$ cat config.mk
export PLATFORM = sky130hd
export DESIGN_NAME = ctrl_fsm_flat
export DESIGN_NICKNAME = d
export VERILOG_FILES = /design/src/rtl/ctrl_fsm_if.sv /design/src/rtl/ctrl_fsm.sv /design/src/flat_wrapper.sv
export SDC_FILE = /design/constraint.sdc
export NUM_CORES = 1
export LEC_CHECK = 0
export ABC_AREA = 1
export BUFFER_PORTS_ARGS = -buffer_cell sky130_fd_sc_hd__clkbuf_2
export CAP_MARGIN = 20
export CORE_MARGIN = 3
export CORE_UTILIZATION = 55
export CTS_CLUSTER_SIZE = 40
export DETAILED_ROUTE_END_ITERATION = 10
export GPL_TIMING_DRIVEN = 0
export PLACE_DENSITY = 0.93
export SYNTH_ARGS = -nofsm -noshare
export SYNTH_HDL_FRONTEND = slang
export SYNTH_SLANG_ARGS = --single-unit
$ cat constraint.sdc
create_clock -name clk -period 2.5 [get_ports clk]
set_input_delay 0.75 -clock clk [delete_from_list [all_inputs] [get_ports clk]]
set_output_delay 0.75 -clock clk [all_outputs]
set_load 0.02 [all_outputs]
$ cat src/rtl/ctrl_fsm_if.sv
// Handshake and strobe bundle between the instruction controller and its datapath/memory.
// master is the controller side; slave is the datapath/memory/stimulus side.
interface ctrl_fsm_if #(
  parameter int unsigned DWIDTH = 16
);
  logic              start;
  logic              ir_req;
  logic              ir_ack;
  logic [DWIDTH-1:0] ir_data;
  logic              mem_req;
  logic              mem_we;
  logic [7:0]        mem_addr;
  logic              mem_ack;
  logic              dp_done;
  logic              en_in;
  logic              en_pc_pulse;
  logic              alu_in_sel;
  logic              ldr_sel;
  logic [1:0]        pc_ctrl;
  logic [1:0]        rd;
  logic [1:0]        rs;
  logic [3:0]        reg_en;
  logic [2:0]        alu_func;
  logic [7:0]        offset_addr;
  logic [7:0]        offset;
  logic              busy;
  logic              halted;
  logic              err;

  modport master (
    input  start, ir_ack, ir_data, mem_ack, dp_done,
    output ir_req, mem_req, mem_we, mem_addr, en_in, en_pc_pulse, alu_in_sel, ldr_sel,
           pc_ctrl, rd, rs, reg_en, alu_func, offset_addr, offset, busy, halted, err
  );

  modport slave (
    output start, ir_ack, ir_data, mem_ack, dp_done,
    input  ir_req, mem_req, mem_we, mem_addr, en_in, en_pc_pulse, alu_in_sel, ldr_sel,
           pc_ctrl, rd, rs, reg_en, alu_func, offset_addr, offset, busy, halted, err
  );
endinterface

$ cat src/rtl/ctrl_fsm.sv
// Instruction-sequencing controller: fetches one word, decodes it and walks it through the
// ALU, memory and PC-update strobes before fetching the next.
module ctrl_fsm #(
  parameter int unsigned DWIDTH  = 16,
  parameter int unsigned TIMEOUT = 15
) (
  input logic        clk,
  input logic        rst_n,
  ctrl_fsm_if.master bus
);

  typedef enum logic [3:0] {
    StIdle,
    StFetch,
    StDecode,
    StExec,
    StWaitAlu,
    StWb,
    StMem,
    StPcUpd,
    StHalt,
    StErr
  } state_e;

  localparam logic [3:0] OpNop  = 4'h0;
  localparam logic [3:0] OpAdd  = 4'h1;
  localparam logic [3:0] OpSub  = 4'h2;
  localparam logic [3:0] OpAnd  = 4'h3;
  localparam logic [3:0] OpOr   = 4'h4;
  localparam logic [3:0] OpXor  = 4'h5;
  localparam logic [3:0] OpAddi = 4'h6;
  localparam logic [3:0] OpLdr  = 4'h8;
  localparam logic [3:0] OpStr  = 4'h9;
  localparam logic [3:0] OpJmp  = 4'hA;
  localparam logic [3:0] OpHalt = 4'hF;

  localparam int unsigned   CntW    = (TIMEOUT > 1) ? $clog2(TIMEOUT) : 1;
  localparam logic [CntW-1:0] CntLast = CntW'(TIMEOUT - 1);

  state_e            state_q, state_d;
  logic [DWIDTH-1:0] ir_q, ir_d;
  logic [CntW-1:0]   cnt_q, cnt_d;
  logic [3:0]        op_q, op_d;

  logic       en_in_q, en_in_d;
  logic       en_pc_q, en_pc_d;
  logic       ir_req_q, ir_req_d;
  logic       mem_req_q, mem_req_d;
  logic       mem_we_q, mem_we_d;
  logic [1:0] pc_ctrl_q, pc_ctrl_d;
  logic [3:0] reg_en_q, reg_en_d;
  logic       busy_q, busy_d;
  logic       halted_q, halted_d;
  logic       err_q, err_d;

  logic       ldr_wr;
  logic [2:0] alu_func;

  assign op_q = ir_q[15:12];
  assign op_d = ir_d[15:12];

  always_comb begin
    state_d = state_q;
    ir_d    = ir_q;
    cnt_d   = cnt_q;
    unique case (state_q)
      StIdle:   if (bus.start) state_d = StFetch;
      StFetch: begin
        if (bus.ir_ack) begin
          ir_d    = bus.ir_data;
          state_d = StDecode;
        end
      end
      StDecode: begin
        if (op_q inside {OpAdd, OpSub, OpAnd, OpOr, OpXor, OpAddi}) state_d = StExec;
        else if (op_q inside {OpLdr, OpStr})                        state_d = StMem;
        else if (op_q inside {OpNop, OpJmp})                        state_d = StPcUpd;
        else if (op_q == OpHalt)                                    state_d = StHalt;
        else                                                        state_d = StErr;
      end
      StExec: begin
        cnt_d   = '0;
        state_d = StWaitAlu;
      end
      StWaitAlu: begin
        // dp_done on the final allowed cycle still counts as a completion
        if (bus.dp_done)            state_d = StWb;
        else if (cnt_q == CntLast)  state_d = StErr;
        else                        cnt_d   = cnt_q + 1'b1;
      end
      StWb:     state_d = StPcUpd;
      StMem:    if (bus.mem_ack) state_d = StPcUpd;
      StPcUpd:  state_d = StFetch;
      StHalt:   state_d = StHalt;
      StErr:    if (bus.start) state_d = StIdle;
      default:  state_d = StIdle;
    endcase
  end

  // Strobes are decoded from the state being entered so they come straight off flops.
  always_comb begin
    en_in_d   = (state_d == StExec) || (state_d == StWb);
    en_pc_d   = (state_d == StPcUpd);
    pc_ctrl_d = 2'b00;
    if (state_d == StPcUpd) pc_ctrl_d = (op_d == OpJmp) ? 2'b10 : 2'b01;
    reg_en_d  = (state_d == StWb) ? (4'b0001 << ir_d[11:10]) : 4'b0000;
    ir_req_d  = (state_d == StFetch);
    mem_req_d = (state_d == StMem);
    mem_we_d  = (state_d == StMem) && (op_d == OpStr);
    busy_d    = !(state_d inside {StIdle, StHalt, StErr});
    halted_d  = (state_d == StHalt);
    err_d     = (state_d == StErr);
  end

  always_ff @(posedge clk or negedge rst_n) begin
    if (!rst_n) begin
      state_q   <= StIdle;
      ir_q      <= '0;
      cnt_q     <= '0;
      en_in_q   <= 1'b0;
      en_pc_q   <= 1'b0;
      ir_req_q  <= 1'b0;
      mem_req_q <= 1'b0;
      mem_we_q  <= 1'b0;
      pc_ctrl_q <= 2'b00;
      reg_en_q  <= 4'b0000;
      busy_q    <= 1'b0;
      halted_q  <= 1'b0;
      err_q     <= 1'b0;
    end else begin
      state_q   <= state_d;
      ir_q      <= ir_d;
      cnt_q     <= cnt_d;
      en_in_q   <= en_in_d;
      en_pc_q   <= en_pc_d;
      ir_req_q  <= ir_req_d;
      mem_req_q <= mem_req_d;
      mem_we_q  <= mem_we_d;
      pc_ctrl_q <= pc_ctrl_d;
      reg_en_q  <= reg_en_d;
      busy_q    <= busy_d;
      halted_q  <= halted_d;
      err_q     <= err_d;
    end
  end

  // A load writes back in the very cycle memory acknowledges, so this term bypasses the flops.
  assign ldr_wr = (state_q == StMem) && bus.mem_ack && (op_q == OpLdr);

  always_comb begin
    alu_func = 3'b000;
    case (op_q)
      OpSub:   alu_func = 3'b001;
      OpAnd:   alu_func = 3'b010;
      OpOr:    alu_func = 3'b011;
      OpXor:   alu_func = 3'b100;
      default: alu_func = 3'b000;
    endcase
  end

  assign bus.ir_req      = ir_req_q;
  assign bus.mem_req     = mem_req_q;
  assign bus.mem_we      = mem_we_q;
  assign bus.mem_addr    = ir_q[7:0];
  assign bus.en_in       = en_in_q | ldr_wr;
  assign bus.en_pc_pulse = en_pc_q;
  assign bus.alu_in_sel  = (op_q == OpAddi);
  assign bus.ldr_sel     = ldr_wr;
  assign bus.pc_ctrl     = pc_ctrl_q;
  assign bus.rd          = ir_q[11:10];
  assign bus.rs          = ir_q[9:8];
  assign bus.reg_en      = reg_en_q | (ldr_wr ? (4'b0001 << ir_q[11:10]) : 4'b0000);
  assign bus.alu_func    = alu_func;
  assign bus.offset_addr = ir_q[7:0];
  assign bus.offset      = ir_q[7:0];
  assign bus.busy        = busy_q;
  assign bus.halted      = halted_q;
  assign bus.err         = err_q;

endmodule

$ cat src/flat_wrapper.sv
// flat-port wrapper written by rule: the top's interface ports become plain ports
module ctrl_fsm_flat 
#(
  parameter int unsigned DWIDTH  = 16,
  parameter int unsigned TIMEOUT = 15
)
  (clk, rst_n, bus_start, bus_ir_ack, bus_ir_data, bus_mem_ack, bus_dp_done, bus_ir_req, bus_mem_req, bus_mem_we, bus_mem_addr, bus_en_in, bus_en_pc_pulse, bus_alu_in_sel, bus_ldr_sel, bus_pc_ctrl, bus_rd, bus_rs, bus_reg_en, bus_alu_func, bus_offset_addr, bus_offset, bus_busy, bus_halted, bus_err);
  ctrl_fsm_if #(.DWIDTH(DWIDTH)) bus_i ();
  input logic clk;
  input logic rst_n;
  input wire logic [$bits(bus_i.start)-1:0] bus_start;
  input wire logic [$bits(bus_i.ir_ack)-1:0] bus_ir_ack;
  input wire logic [$bits(bus_i.ir_data)-1:0] bus_ir_data;
  input wire logic [$bits(bus_i.mem_ack)-1:0] bus_mem_ack;
  input wire logic [$bits(bus_i.dp_done)-1:0] bus_dp_done;
  output wire logic [$bits(bus_i.ir_req)-1:0] bus_ir_req;
  output wire logic [$bits(bus_i.mem_req)-1:0] bus_mem_req;
  output wire logic [$bits(bus_i.mem_we)-1:0] bus_mem_we;
  output wire logic [$bits(bus_i.mem_addr)-1:0] bus_mem_addr;
  output wire logic [$bits(bus_i.en_in)-1:0] bus_en_in;
  output wire logic [$bits(bus_i.en_pc_pulse)-1:0] bus_en_pc_pulse;
  output wire logic [$bits(bus_i.alu_in_sel)-1:0] bus_alu_in_sel;
  output wire logic [$bits(bus_i.ldr_sel)-1:0] bus_ldr_sel;
  output wire logic [$bits(bus_i.pc_ctrl)-1:0] bus_pc_ctrl;
  output wire logic [$bits(bus_i.rd)-1:0] bus_rd;
  output wire logic [$bits(bus_i.rs)-1:0] bus_rs;
  output wire logic [$bits(bus_i.reg_en)-1:0] bus_reg_en;
  output wire logic [$bits(bus_i.alu_func)-1:0] bus_alu_func;
  output wire logic [$bits(bus_i.offset_addr)-1:0] bus_offset_addr;
  output wire logic [$bits(bus_i.offset)-1:0] bus_offset;
  output wire logic [$bits(bus_i.busy)-1:0] bus_busy;
  output wire logic [$bits(bus_i.halted)-1:0] bus_halted;
  output wire logic [$bits(bus_i.err)-1:0] bus_err;
  assign bus_i.start = bus_start;
  assign bus_i.ir_ack = bus_ir_ack;
  assign bus_i.ir_data = bus_ir_data;
  assign bus_i.mem_ack = bus_mem_ack;
  assign bus_i.dp_done = bus_dp_done;
  assign bus_ir_req = bus_i.ir_req;
  assign bus_mem_req = bus_i.mem_req;
  assign bus_mem_we = bus_i.mem_we;
  assign bus_mem_addr = bus_i.mem_addr;
  assign bus_en_in = bus_i.en_in;
  assign bus_en_pc_pulse = bus_i.en_pc_pulse;
  assign bus_alu_in_sel = bus_i.alu_in_sel;
  assign bus_ldr_sel = bus_i.ldr_sel;
  assign bus_pc_ctrl = bus_i.pc_ctrl;
  assign bus_rd = bus_i.rd;
  assign bus_rs = bus_i.rs;
  assign bus_reg_en = bus_i.reg_en;
  assign bus_alu_func = bus_i.alu_func;
  assign bus_offset_addr = bus_i.offset_addr;
  assign bus_offset = bus_i.offset;
  assign bus_busy = bus_i.busy;
  assign bus_halted = bus_i.halted;
  assign bus_err = bus_i.err;
  ctrl_fsm #(.DWIDTH(DWIDTH), .TIMEOUT(TIMEOUT)) u_core (.clk(clk), .rst_n(rst_n), .bus(bus_i));
endmodule
# Word level (Yosys, flattened, before mapping)
# Cells that the tools add are included.
[op_classes] add_sub_neg=1 multipliers=0 n_div=0 n_lt_le_gt_ge=0 eq_ne=31 shifts=2 mux=21 bitwise_logic=2 reduce_logical=15
[ops] op="4-bit 2-to-1 mux" n=13
[ops] op="4-bit == test (second input constant)" n=11
[ops] op="4-bit by 3-bit == test with 1-bit output (second input constant)" n=10
[ops] op="4-bit case mux with 10 select lines" n=1
[ops] op="16-bit 2-to-1 mux" n=2
[ops] op="4-bit by 2-bit == test with 1-bit output (second input constant)" n=5
[ops] op="4-bit by 1-bit == test with 1-bit output (second input constant)" n=3
[ops] op="4-bit logical NOT" n=3
[ops] op="3-bit case mux with 4 select lines" n=1
[ops] op="4-bit case mux with 2 select lines" n=1
[ops] op="1-bit by 2-bit left shift with 4-bit output (first input constant)" n=2
[ops] op="2-bit nonzero test" n=3
[ops] op="6-bit nonzero test" n=1
[ops] op="4-bit by 1-bit adder with 4-bit output (second input constant)" n=1
[ops] op="2-bit 2-to-1 mux" n=2
[ops] op="2-bit inequality test (second input constant)" n=2
[ops] op="4-bit bitwise OR" n=1
[ops] op="1-bit logical AND" n=3
[ops] op="3-bit AND reduction" n=1
[ops] op="3-bit nonzero test" n=1
[ops] op="2-bit AND reduction" n=1
[ops] op="1-bit logical NOT" n=1
[ops] op="1-bit logical OR" n=1
[ops] op="1-bit 2-to-1 mux" n=1
[ops] op="1-bit bitwise OR" n=1
[word_totals] register_bits=38 latch_bits=0 ram_bits=0 mem_bits_ro=0 inputBits=22 output_inout_bits=47 mem_count=0

# Logic depth before layout (Yosys ltp)
# Gate-level depths: netlist of the first run.
[depth] word_depth=9 ltp_mapped=10 depth_no_buf=10

# Least setup slack after synthesis of the first run
# OpenSTA, ideal clock, no wires.
[synth_timing] kind="input to output" from="input port bus_mem_ack" to="output port bus_reg_en[0]" arrival_time_ns=1.513 setup_slack_ns=0.237 path_stages=5 n_path_buf=0 path_cell_list="nand3_1 -> nor2_1 -> nand4_1 -> inv_1 -> a31o_2"
[synth_via] elab_chain_len=4
[synth_lines] element="start, declared" line_no="flat_wrapper.sv:14" rtl="input wire logic [$bits(bus_i.mem_ack)-1:0] bus_mem_ack;"
[synth_lines] element="1-bit logical AND (2 in a row)" line_no="ctrl_fsm.sv:148" rtl="assign ldr_wr = (state_q == StMem) && bus.mem_ack && (op_q == OpLdr);"
[synth_lines] element="net bus_ldr_sel" line_no="flat_wrapper.sv:23" rtl="output wire logic [$bits(bus_i.ldr_sel)-1:0] bus_ldr_sel;"
[synth_lines] element="4-bit 2-to-1 mux" line_no="ctrl_fsm.sv:172" rtl="assign bus.reg_en = reg_en_q | (ldr_wr ? (4'b0001 << ir_q[11:10]) : 4'b0000);"
[synth_lines] element="4-bit bitwise OR" line_no="ctrl_fsm.sv:172"
[synth_lines] element="end, declared" line_no="flat_wrapper.sv:27" rtl="output wire logic [$bits(bus_i.reg_en)-1:0] bus_reg_en;"
# The timed path passes the listed nets, and every way through them passes these cells.

# Final worst setup path of the first run
[layout_timing] from="register u_core.state_q[0]" to="output port bus_reg_en[2]"
[layout_via] elab_chain_len=5
[layout_lines] element="start, declared" line_no="ctrl_fsm.sv:40" rtl="state_e state_q, state_d;"
[layout_lines] element="start signal, assigned" line_no="ctrl_fsm.sv:117" rtl="state_q <= StIdle;"
[layout_lines] element="start signal, assigned" line_no="ctrl_fsm.sv:131" rtl="state_q <= state_d;"
[layout_lines] element="4-bit by 3-bit == test with 1-bit output" line_no="ctrl_fsm.sv:148"
[layout_lines] element="1-bit logical AND (2 in a row)" line_no="ctrl_fsm.sv:148"
[layout_lines] element="4-bit 2-to-1 mux" line_no="ctrl_fsm.sv:172"
[layout_lines] element="4-bit bitwise OR" line_no="ctrl_fsm.sv:172"
# No other way between the ends.

==> metrics.md, run 1 <==
| Metric | Value |
|---|---|
| Final hold violations | `0` |
| Cell Chain, Critical Path | `inv_4 -> nand3_1 -> nor2_2 -> nand4_1 -> inv_2 -> a31o_2 -> buf_2` |
| Gp weighted congestion | `0.832` |
| PwrDens | `1410 mW/mm^2` |
| Core ar. | `about 0.0037 mm^2` |
| CP required | `1.75 ns` |
| Multi-input gate area | `around 850 um^2` |
| Setup TNS | `0 ns` |
| Sequential power share | `a little over a quarter` |
| Number of buffers created by CTS | `5` |
| Fin nets | `341` |
| Leak pwr | `0.00157 uW` |
| Post-Route Utilization | `73.6%` |
| Dpl ws | `-0.00569 ns` |
| Yosys top cell area share | `a little over two fifths` |
| Status | `finished, final reports clean` |
| RSZ-0062 raised after global routing | `false` |
| Mapped cell area | `0.00216 mm^2` |
| DR iter-0 viols | `just under 100` |
| Yosys warns | `0` |
| Share of layout cells above drive strength 1 | `between 40% and 50%` |
| Synth area leaders | `dfrtp_1, buf_4, mux2_4, nand2_1, nand3_1` |
| Max Slew Vio Count | `0` |
| Final setup viols | `0` |
| Slowest cell on crit path | `dfrtp_2` |
| Switching part of the total | `43.8%` |
| Synth area leader | `dfrtp_1` |
| WHS | `0.520 ns` |
| Sequential fraction of the synthesis area | `43.9%` |
| Initial antenna violation count | `0` |
| Asr flop ratio synth | `100%` |
| Antenna diodes | `0` |
| Post-synth EDFFs | `0` |
| Routed Antenna Nets | `0` |
| DR DRC count | `0` |
| CTS Hold Bufs | `0` |
| P&R area growth vs syn | `26.4%` |
| Cell variety after synth | `31` |
| Mean number of vias per cell | `4.94` |
| Grt total ovfl | `0` |
| CTS tree | `built` |
| CTS sink cnt | `38` |
| Combinational share of power | `between 50% and 60%` |
| Power Internal | `2170 uW` |
| Via count | `between 1.5k and 2k` |
| Total track usage | `21.2%` |
| Clock power share | `around 16%` |
| CP bufs+invs | `3` |
| Top cells by count, synth | `dfrtp_1, nand2_1, inv_1` |
| Relative slew slack | `39.2%` |
| Fin crit share | `96.4%` |
| Hold WC Path Type | `reg2reg` |
| I/O Pins | `69` |
| 1st-pass router iterations | `4` |
| Mapped Nets | `263` |
| Post-DR wirelength/cell | `around 13 um` |
| Row cnt | `22` |
| Initial Util | `around 58%` |
| Crit Path Max Fanout | `6` |
| Register area | `953 um^2` |
| CTS max path bufs | `2` |
| Worst setup path class | `reg2out` |
| First-pass GRT wire length | `7420 um` |
| CP startpoint kind | `register` |
| Psw | `1690 uW` |
| Post-synthesis register bit count | `38` |
| CP endpoint kind | `primary output` |
| Syn Area/Cell | `9.06 um^2` |
| Hpwl dp | `about 3500 um` |
| H-tree Lvls | `2` |
| CTS Root Cell | `clkbuf_8` |
| Peak supply drop | `857 uV` |
| Clk Latency, worst-skew pair | `0.29 ns` |
| Setup ws final | `0.0898 ns` |
| Max incr delay on CP | `0.45 ns` |
| Count of input and output buffers | `68` |
| Vias in the first global route | `approximately 1.7k` |
| Die Ht | `slightly below 70 um` |
| WL final | `4690 um` |
| Top-count cell post-synth | `dfrtp_1` |
| Clock-pin transition on the worst setup and hold timing paths | `roughly 0.070 ns` |
| Die width | `about 69 um` |
| Final Skew | `0.00197 ns` |
| Predominant post-synthesis flop cell | `dfrtp_1` |
| Max_cap viols | `0` |
| Crit path DAT | `1.66 ns` |
| Worst Tran Pin Value | `around 0.91 ns` |
| Syn Inst Count | `239` |
| # fillers | `~290` |
| Achievable Freq | `415 MHz` |
| Largest net degree at the start of global routing | `39` |
| Final min period | `about 2.4 ns` |
| Die area | `0.00472 mm^2` |
| Crit path max-delay family | `flip-flops` |
[worst paths after layout]
| kind | from | to | slack, ns | cells after the start |
|---|---|---|---|---|
| max | u_core.state_q[0] | bus_reg_en[2] | 0.09 | 7 |
| min | u_core.ir_q[9] | u_core.ir_q[9] | 0.52 | 1 |
| max reg2reg | u_core.state_q[0] | u_core.bus.pc_ctrl[0] | 0.72 | 9 |
| min reg2reg | u_core.ir_q[9] | u_core.ir_q[9] | 0.52 | 1 |
| max in group asynchronous | rst_n | u_core.state_q[1] | 1.30 | 1 |
| min in group asynchronous | rst_n | u_core.cnt_q[2] | 0.58 | 1 |
[layout make-up]
cell class                      count  area share, %
Sequential cell                    38           34.9
Multi-Input combinational cell    135           31.1
Timing Repair Buffer               71           13.3
Buffer                             30           8.51
Inverter                           36           5.03
Clock buffer                        5           2.52
Clock inverter                      3           2.52
Tap cell                           48           2.20
[state kept, by name, indices dropped and copies added, names as in the netlist]
| register | flops |
|---|---|
| u_core.bus.busy | 1 |
| u_core.bus.en_pc_pulse | 1 |
| u_core.bus.err | 1 |
| u_core.bus.halted | 1 |
| u_core.bus.ir_req | 1 |
| u_core.bus.mem_req | 1 |
| u_core.bus.mem_we | 1 |
| u_core.bus.pc_ctrl | 2 |
| u_core.cnt_q | 4 |
| u_core.en_in_q | 1 |
| u_core.ir_q | 16 |
| u_core.reg_en_q | 4 |
| u_core.state_q | 4 |
[routing by layer]
metal | GRT usage [%] | part of all wire (%)
met4 | 7.30 | 1.9
met5 | 0 | 0
met3 | 5.67 | 7.8
met2 | 37.3 | 52
met1 | 24.8 | 38
[what timing repair did]
action,CTS,global route
buffers inserted,0,3
gates resized for setup,2,6
setup endpoints to repair,5,5
pin swaps,0,1
[cell families after synthesis]
kind of cell	Yosys count	share of synthesized area, %
buf+inv	66	17.0
flops	38	43.9
xor+xnor	2	0.809
fa+ha+maj	2	1.16
simple gates	101	23.1
mux	10	6.94
compound gates	20	7.11
[power by group through the flow]
stage | Sequential (uW) | Clock, uW | Combinational [uW]
4_1_cts | 1030 | 630 | 2160
5_1_grt | 1070 | 656 | 2430
6_report | 1040 | 622 | 2200
2_1_floorplan | 1050 | 0 | 1580
3_5_place_dp | 1040 | 0 | 2130
3_3_place_gp | 1020 | 0 | 2070
[placed cells by master, fill, tap and decap left out, types with 2 or more instances in the layout]
master,Yosys,layout
xor2_1,2,2
inv_2,4,4
nor2_1,18,17
o21ai_0,6,6
nand3_1,24,24
nor2_4,2,2
buf_4,28,31
nand3_2,2,2
nand3b_1,2,2
dfrtp_2,0,2
clkbuf_2,0,66
nor3_1,6,6
nand2_2,2,3
o21ai_2,4,4
nand2_1,36,35
nand4_1,2,2
mux2_4,10,10
dfrtp_1,38,36
ha_1,2,2
inv_1,32,31
clkbuf_8,0,5
nor2_2,3,4
buf_2,0,2
buf_6,2,2
a31o_2,4,4
bufinv_16,0,2
[stage by stage]
stage / area, um^2 / power, uW / instances
CTS: 2710 / 3820 / 363
detailed placement: 2560 / 3160 / 355
floorplan: 2160 / 2640 / 239
global placement: 2560 / 3090 / 355
global route: 2740 / 4150 / 366
finish: 2740 / 3860 / 366
Power figures use the tool's default switching activity.
==> run 2, diff against run 1 <==
- ABC_AREA: 1 -> unset
- CORE_UTILIZATION: 55 -> 54
==> metrics.md, run 2 <==
| Metric | Value |
|---|---|
| Sequential fraction of the synthesis area | `between 40% and 50%` |
| Post-Route Utilization | `74.1%` |
| Top-count cell post-synth | `dfrtp_1` |
| Crit Path Max Fanout | `6` |
| Die Ht | `approximately 70 um` |
| CTS Hold Bufs | `0` |
| Max Slew Vio Count | `0` |
| Mapped cell area | `0.00208 mm^2` |
| WHS | `0.519 ns` |
| Final min period | `2.50 ns` |
| Mapped Nets | `229` |
| Share of layout cells above drive strength 1 | `48.4%` |
| Initial Util | `59.0%` |
| Yosys top cell area share | `45.8%` |
| CP endpoint kind | `primary output` |
| Grt total ovfl | `0` |
| Number of buffers created by CTS | `5` |
| Final hold violations | `0` |
| Max_cap viols | `0` |
| Status | `finished, final reports clean` |
| Hold WC Path Type | `reg2reg` |
| RSZ-0062 raised after global routing | `true` |
| Yosys warns | `0` |
| Core ar. | `0.00352 mm^2` |
| PwrDens | `1340 mW/mm^2` |
| Largest net degree at the start of global routing | `39` |
| Die area | `0.00462 mm^2` |
| Synth area leader | `dfrtp_1` |
| DR DRC count | `0` |
| Fin nets | `304` |
| Fin crit share | `99.9%` |
| H-tree Lvls | `2` |
| Synth area leaders | `dfrtp_1, buf_4, mux2_2, nand2_1, nor3_1` |
| Syn Area/Cell | `10.1 um^2` |
| DP Area | `0.00247 mm^2` |
| Vias in the first global route | `roughly 1.5k` |
| CTS sink cnt | `38` |
| Post-synth EDFFs | `0` |
| Largest Register | `u_core.ir_q` |
| Post-synthesis register bit count | `38` |
| P&R area growth vs syn | `25.7%` |
| Routed Antenna Nets | `0` |
| Count of input and output buffers | `67` |
| Worst Tran Pin Value | `slightly below 0.9 ns` |
| Asr flop ratio synth | `100%` |
| CTS Root Cell | `clkbuf_8` |
| Die width | `68 um` |
| Relative slew slack | `40.4%` |
| Predominant post-synthesis flop cell | `dfrtp_1` |
| First-pass GRT wire length | `about 6900 um` |
| Crit path DAT | `1.75 ns` |
| Gp weighted congestion | `slightly below 0.9` |
| Final setup viols | `0` |
| Most frequent cells in the layout | `clkbuf_2, dfrtp_1, buf_4` |
| Peak supply drop | `673 uV` |
| WL final | `4470 um` |
| CTS max path bufs | `2` |
| Cell variety after synth | `47` |
| Syn Inst Count | `205` |
| I/O Pins | `69` |
| Setup TNS | `0 ns` |
| Cell area after layout | `0.00261 mm^2` |
| Max reg flops | `16` |
| DR iter-0 viols | `50` |
| Row cnt | `21` |
| Final Skew | `0.00864 ns` |
| CP required | `between 1.5 and 2 ns` |
| CTS tree | `built` |
| Clock-pin transition on the worst setup and hold timing paths | `0.07 ns` |
| Top cells by count, synth | `dfrtp_1, buf_4, nand2_1` |
| Clk Latency, worst-skew pair | `0.28 ns` |
| Mean number of vias per cell | `roughly 5.1` |
| Post-DR wirelength/cell | `13.8 um` |
| Leak pwr | `0.00133 uW` |
| Total track usage | `between 10% and 20%` |
| Via count | `1667` |
| Initial antenna violation count | `0` |
| Most common cell after layout, fill and taps aside | `clkbuf_2` |
| Hpwl dp | `between 3000 and 4000 um` |
| Worst setup path class | `reg2out` |
| Achievable Freq | `roughly 400 MHz` |
| Antenna diodes | `0` |
| 1st-pass router iterations | `4` |
| CP startpoint kind | `register` |
run 2: cell types whose count changed after synthesis, moves of 6 or more:
| cell | delta |
|---|---|
| nand2_1 | -14 |
| inv_1 | -24 |
| mux2_2 | +10 |
| mux2_4 | -10 |
| nand3_1 | -22 |
| a21oi_1 | +6 |
| clkbuf_1 | +6 |
| nor2_1 | -8 |
run 2: power breakdown:
group	internal (uW)	leakage (uW)	total [uW]	switching (uW)
sequential	833	0.000485	1020	188
clock	212	0.0000431	407	194
combinational	901	0.000800	2070	1170
total	1950	0.00133	3500	1550
run 2: layout make-up:
cell class / count / area, um^2
flip-flops and latches: 38 / 952
plain buffers: 38 / 262
clock buffers: 6 / 82.6
inverters: 8 / 30.0
multi-input cells: 119 / 838
fillers: 252 / 912
well taps: 46 / 57.6
repair buffers: 70 / 387
run 2: routing by layer:
layer  vias to the layer above  global-route usage (%)  share of wire [%]
li1                        828                       -                  -
met5                         -                       0                  0
met4                         0                    5.21                1.1
met1                       761                    25.0                 40
met3                         7                    5.09                8.9
met2                        71                    34.1                 50
run 2: path summary, 6_finish.rpt:
check                                       start               endpoint  slack, ns  cells after the start
worst min-delay path               u_core.ir_q[8]         u_core.ir_q[8]       0.52                      1
worst max-delay path              u_core.ir_q[14]          bus_reg_en[2]      0.003                      4
min in group asynchronous                   rst_n      u_core.bus.halted       0.58                      1
worst max register to register  u_core.state_q[3]  u_core.bus.pc_ctrl[1]       0.53                      6
max in group asynchronous                   rst_n      u_core.state_q[0]       1.32                      1
worst min register to register     u_core.ir_q[8]         u_core.ir_q[8]       0.52                      1
run 2: what timing repair did:
| item | 4_1_cts | 5_1_grt |
|---|---|---|
| endpoints found under the setup margin | 6 | 5 |
| pin swaps | 2 | 4 |
| hold endpoints to repair | 0 | 0 |
| gates resized for setup | 7 | 10 |
| setup buffers | 3 | 0 |
run 2: cell families after synthesis:
family	synth area share, %
AO/OA/AOI/OAI	9.34
XOR/XNOR	1.69
adder cells (fa/ha/maj)	1.21
buffers and inverters	14.6
flip-flops	45.8
multiplexers	5.91
AND/OR/NAND/NOR	21.4
run 2: worst max-delay path, cell delays in order (launching register included):
cell and delay (ns):
dfrtp_1 0.40, or3b_4 0.44, nor3_4 0.30, a31o_2 0.22, buf_6 0.11
run 2: stage by stage:
step	setup WS (ns)	power, uW	std cells
floorplan	0.147	2520	205
global placement	0.129	2950	318
detailed placement	0.106	3030	318
CTS	0.00532	3500	326
global route	-0.0538	3750	325
finish	0.00263	3500	325
==> run 3, diff against run 2 <==
- PLACE_DENSITY: 0.93 -> unset
- PLACE_DENSITY_LB_ADDON: unset -> 0.12
==> metrics.md, run 3 (synthesized netlist as in run 2, its figures left out) <==
| Metric | Value |
|---|---|
| Status | `finished, final reports clean` |
| Max incr delay on CP | `0.41 ns` |
| Hold WC Path Type | `reg2reg` |
| Terminus of the critical flop-to-flop path | `u_core.bus.pc_ctrl[0]` |
| Final min period | `roughly 2.5 ns` |
| CP startpoint kind | `register` |
| Mean number of vias per cell | `5.12` |
| DP Area | `0.00247 mm^2` |
| CTS sink cnt | `38` |
| First-pass GRT wire length | `6960 um` |
| Fin crit share | `99.6%` |
| Multi-input gate area | `approximately 830 um^2` |
| I/O Pins | `69` |
| CTS max path bufs | `2` |
| Antenna diodes | `0` |
| Initial antenna violation count | `0` |
| Count of input and output buffers | `67` |
| Slowest cell on crit path | `or3b_4` |
| DR DRC count | `0` |
| Largest net degree at the start of global routing | `39` |
| CTS tree | `built` |
| RSZ-0062 raised after global routing | `true` |
| Vias in the first global route | `1473` |
| Most common cell after layout, fill and taps aside | `clkbuf_2` |
| H-tree Lvls | `2` |
| Number of buffers created by CTS | `5` |
| CP required | `~1.8 ns` |
| Crit path DAT | `1.74 ns` |
| Grt total ovfl | `0` |
| Non-Filler Instances | `326` |
| Via count | `1670` |
| Post-Route Utilization | `between 70% and 80%` |
| Most frequent cells in the layout | `clkbuf_2, dfrtp_1, buf_4` |
| Final hold violations | `0` |
| Cell Chain, Critical Path | `or3b_4 -> nor3_4 -> a31o_2 -> buf_4` |
| DP Cell Count | `around 320` |
| CTS Hold Bufs | `0` |
| Final setup viols | `0` |
| Relative slew slack | `40.7%` |
| Max reg flops | `16` |
| Achievable Freq | `about 400 MHz` |
| Peak supply drop | `740 uV` |
| Worst setup path class | `reg2out` |
| # fillers | `273` |
| Worst R2R Path Depth | `6` |
| Critical Path Start | `u_core.ir_q[13]` |
| Clock-pin transition on the worst setup and hold timing paths | `0.07 ns` |
| CP Capture Point | `bus_reg_en[0]` |
| Final Skew | `0.00733 ns` |
| Hpwl dp | `approximately 3000 um` |
| Clk Latency, worst-skew pair | `0.29 ns` |
| P&R area growth vs syn | `25.9%` |
| Worst Tran Pin Value | `0.889 ns` |
| Die Ht | `68 um` |
| Share of layout cells above drive strength 1 | `48.9%` |
| 1st-pass router iterations | `4` |
| Crit Path Max Fanout | `6` |
| Max Slew Vio Count | `0` |
| PwrDens | `1330 mW/mm^2` |
| Routed Antenna Nets | `0` |
| Die width | `68 um` |
| Max_cap viols | `0` |
| Largest Register | `u_core.ir_q` |
| CTS Root Cell | `clkbuf_8` |
| DR iter-0 viols | `74` |
| Worst r2r src | `u_core.state_q[3]` |
| Core ar. | `0.00352 mm^2` |
| WL final | `around 4200 um` |
| Fin nets | `303` |
| Gp weighted congestion | `0.793` |
| CP endpoint kind | `primary output` |
| Row cnt | `21` |
| Post-DR wirelength/cell | `12.9 um` |
| R2R setup slack | `0.55 ns` |
| Die area | `0.00462 mm^2` |
| Cell area after layout | `0.00261 mm^2` |
| Register area | `952 um^2` |
| Initial Util | `59.0%` |
| Leak pwr | `0.00133 uW` |
| Total track usage | `20.1%` |
[run 3: critical path: cells and delay by family (launching register included)]
family,cells,cell delay (ns)
compound gates,1,0.21
buf+inv,1,0.13
flops,1,0.40
simple gates,2,0.72
[run 3: final cells by class]
class / instances / share of cell area (%)
buffer: 37 / 9.87
clock buffer: 6 / 3.16
clock inverter: 2 / 0.479
inverter: 8 / 1.15
multi-input combinational: 119 / 31.8
sequential: 38 / 36.4
tap: 46 / 2.20
timing repair buffer: 70 / 14.9
[run 3: timing repair]
item | in CTS | in global routing
endpoints found under the setup margin | 6 | 5
buffers inserted | 3 | 0
pin swaps | 4 | 4
resized for setup | 10 | 5
[run 3: per-layer routing]
layer	up-vias	wire length (um)	GRT usage, %
met1	789	1760	26.0
met4	0	51	5.21
li1	826	-	-
met3	6	247	5.25
met5	-	0	0
met2	49	2160	33.3
[run 3: how the worst min path moves through the flow]
| stage | startpoint | to | depth (start not counted) |
|---|---|---|---|
| floorplan | rst_n | u_core.bus.busy | 0 |
| global placement | u_core.ir_q[9] | u_core.ir_q[9] | 1 |
| detailed placement | u_core.ir_q[8] | u_core.ir_q[8] | 1 |
| CTS | u_core.ir_q[8] | u_core.ir_q[8] | 1 |
| global route | u_core.ir_q[8] | u_core.ir_q[8] | 1 |
| finish | u_core.ir_q[8] | u_core.ir_q[8] | 1 |
[run 3: power breakdown]
part / switching (uW) / internal [uW] / total (uW)
logic: 1110 / 896 / 2000
clock network: 213 / 221 / 434
registers: 199 / 833 / 1030
[run 3: stage by stage]
step / hold WS [ns] / setup slack (ns) / total power, uW / TNS (ns)
6_report: 0.530 / 0.00943 / 3470 / 0
5_1_grt: 0.559 / -0.0696 / 3750 / -0.315
4_1_cts: 0.537 / 0.0201 / 3500 / 0
3_5_place_dp: 0.504 / 0.0564 / 3010 / 0
3_3_place_gp: 0.493 / 0.0708 / 2970 / 0
2_1_floorplan: 0.454 / 0.147 / 2520 / 0
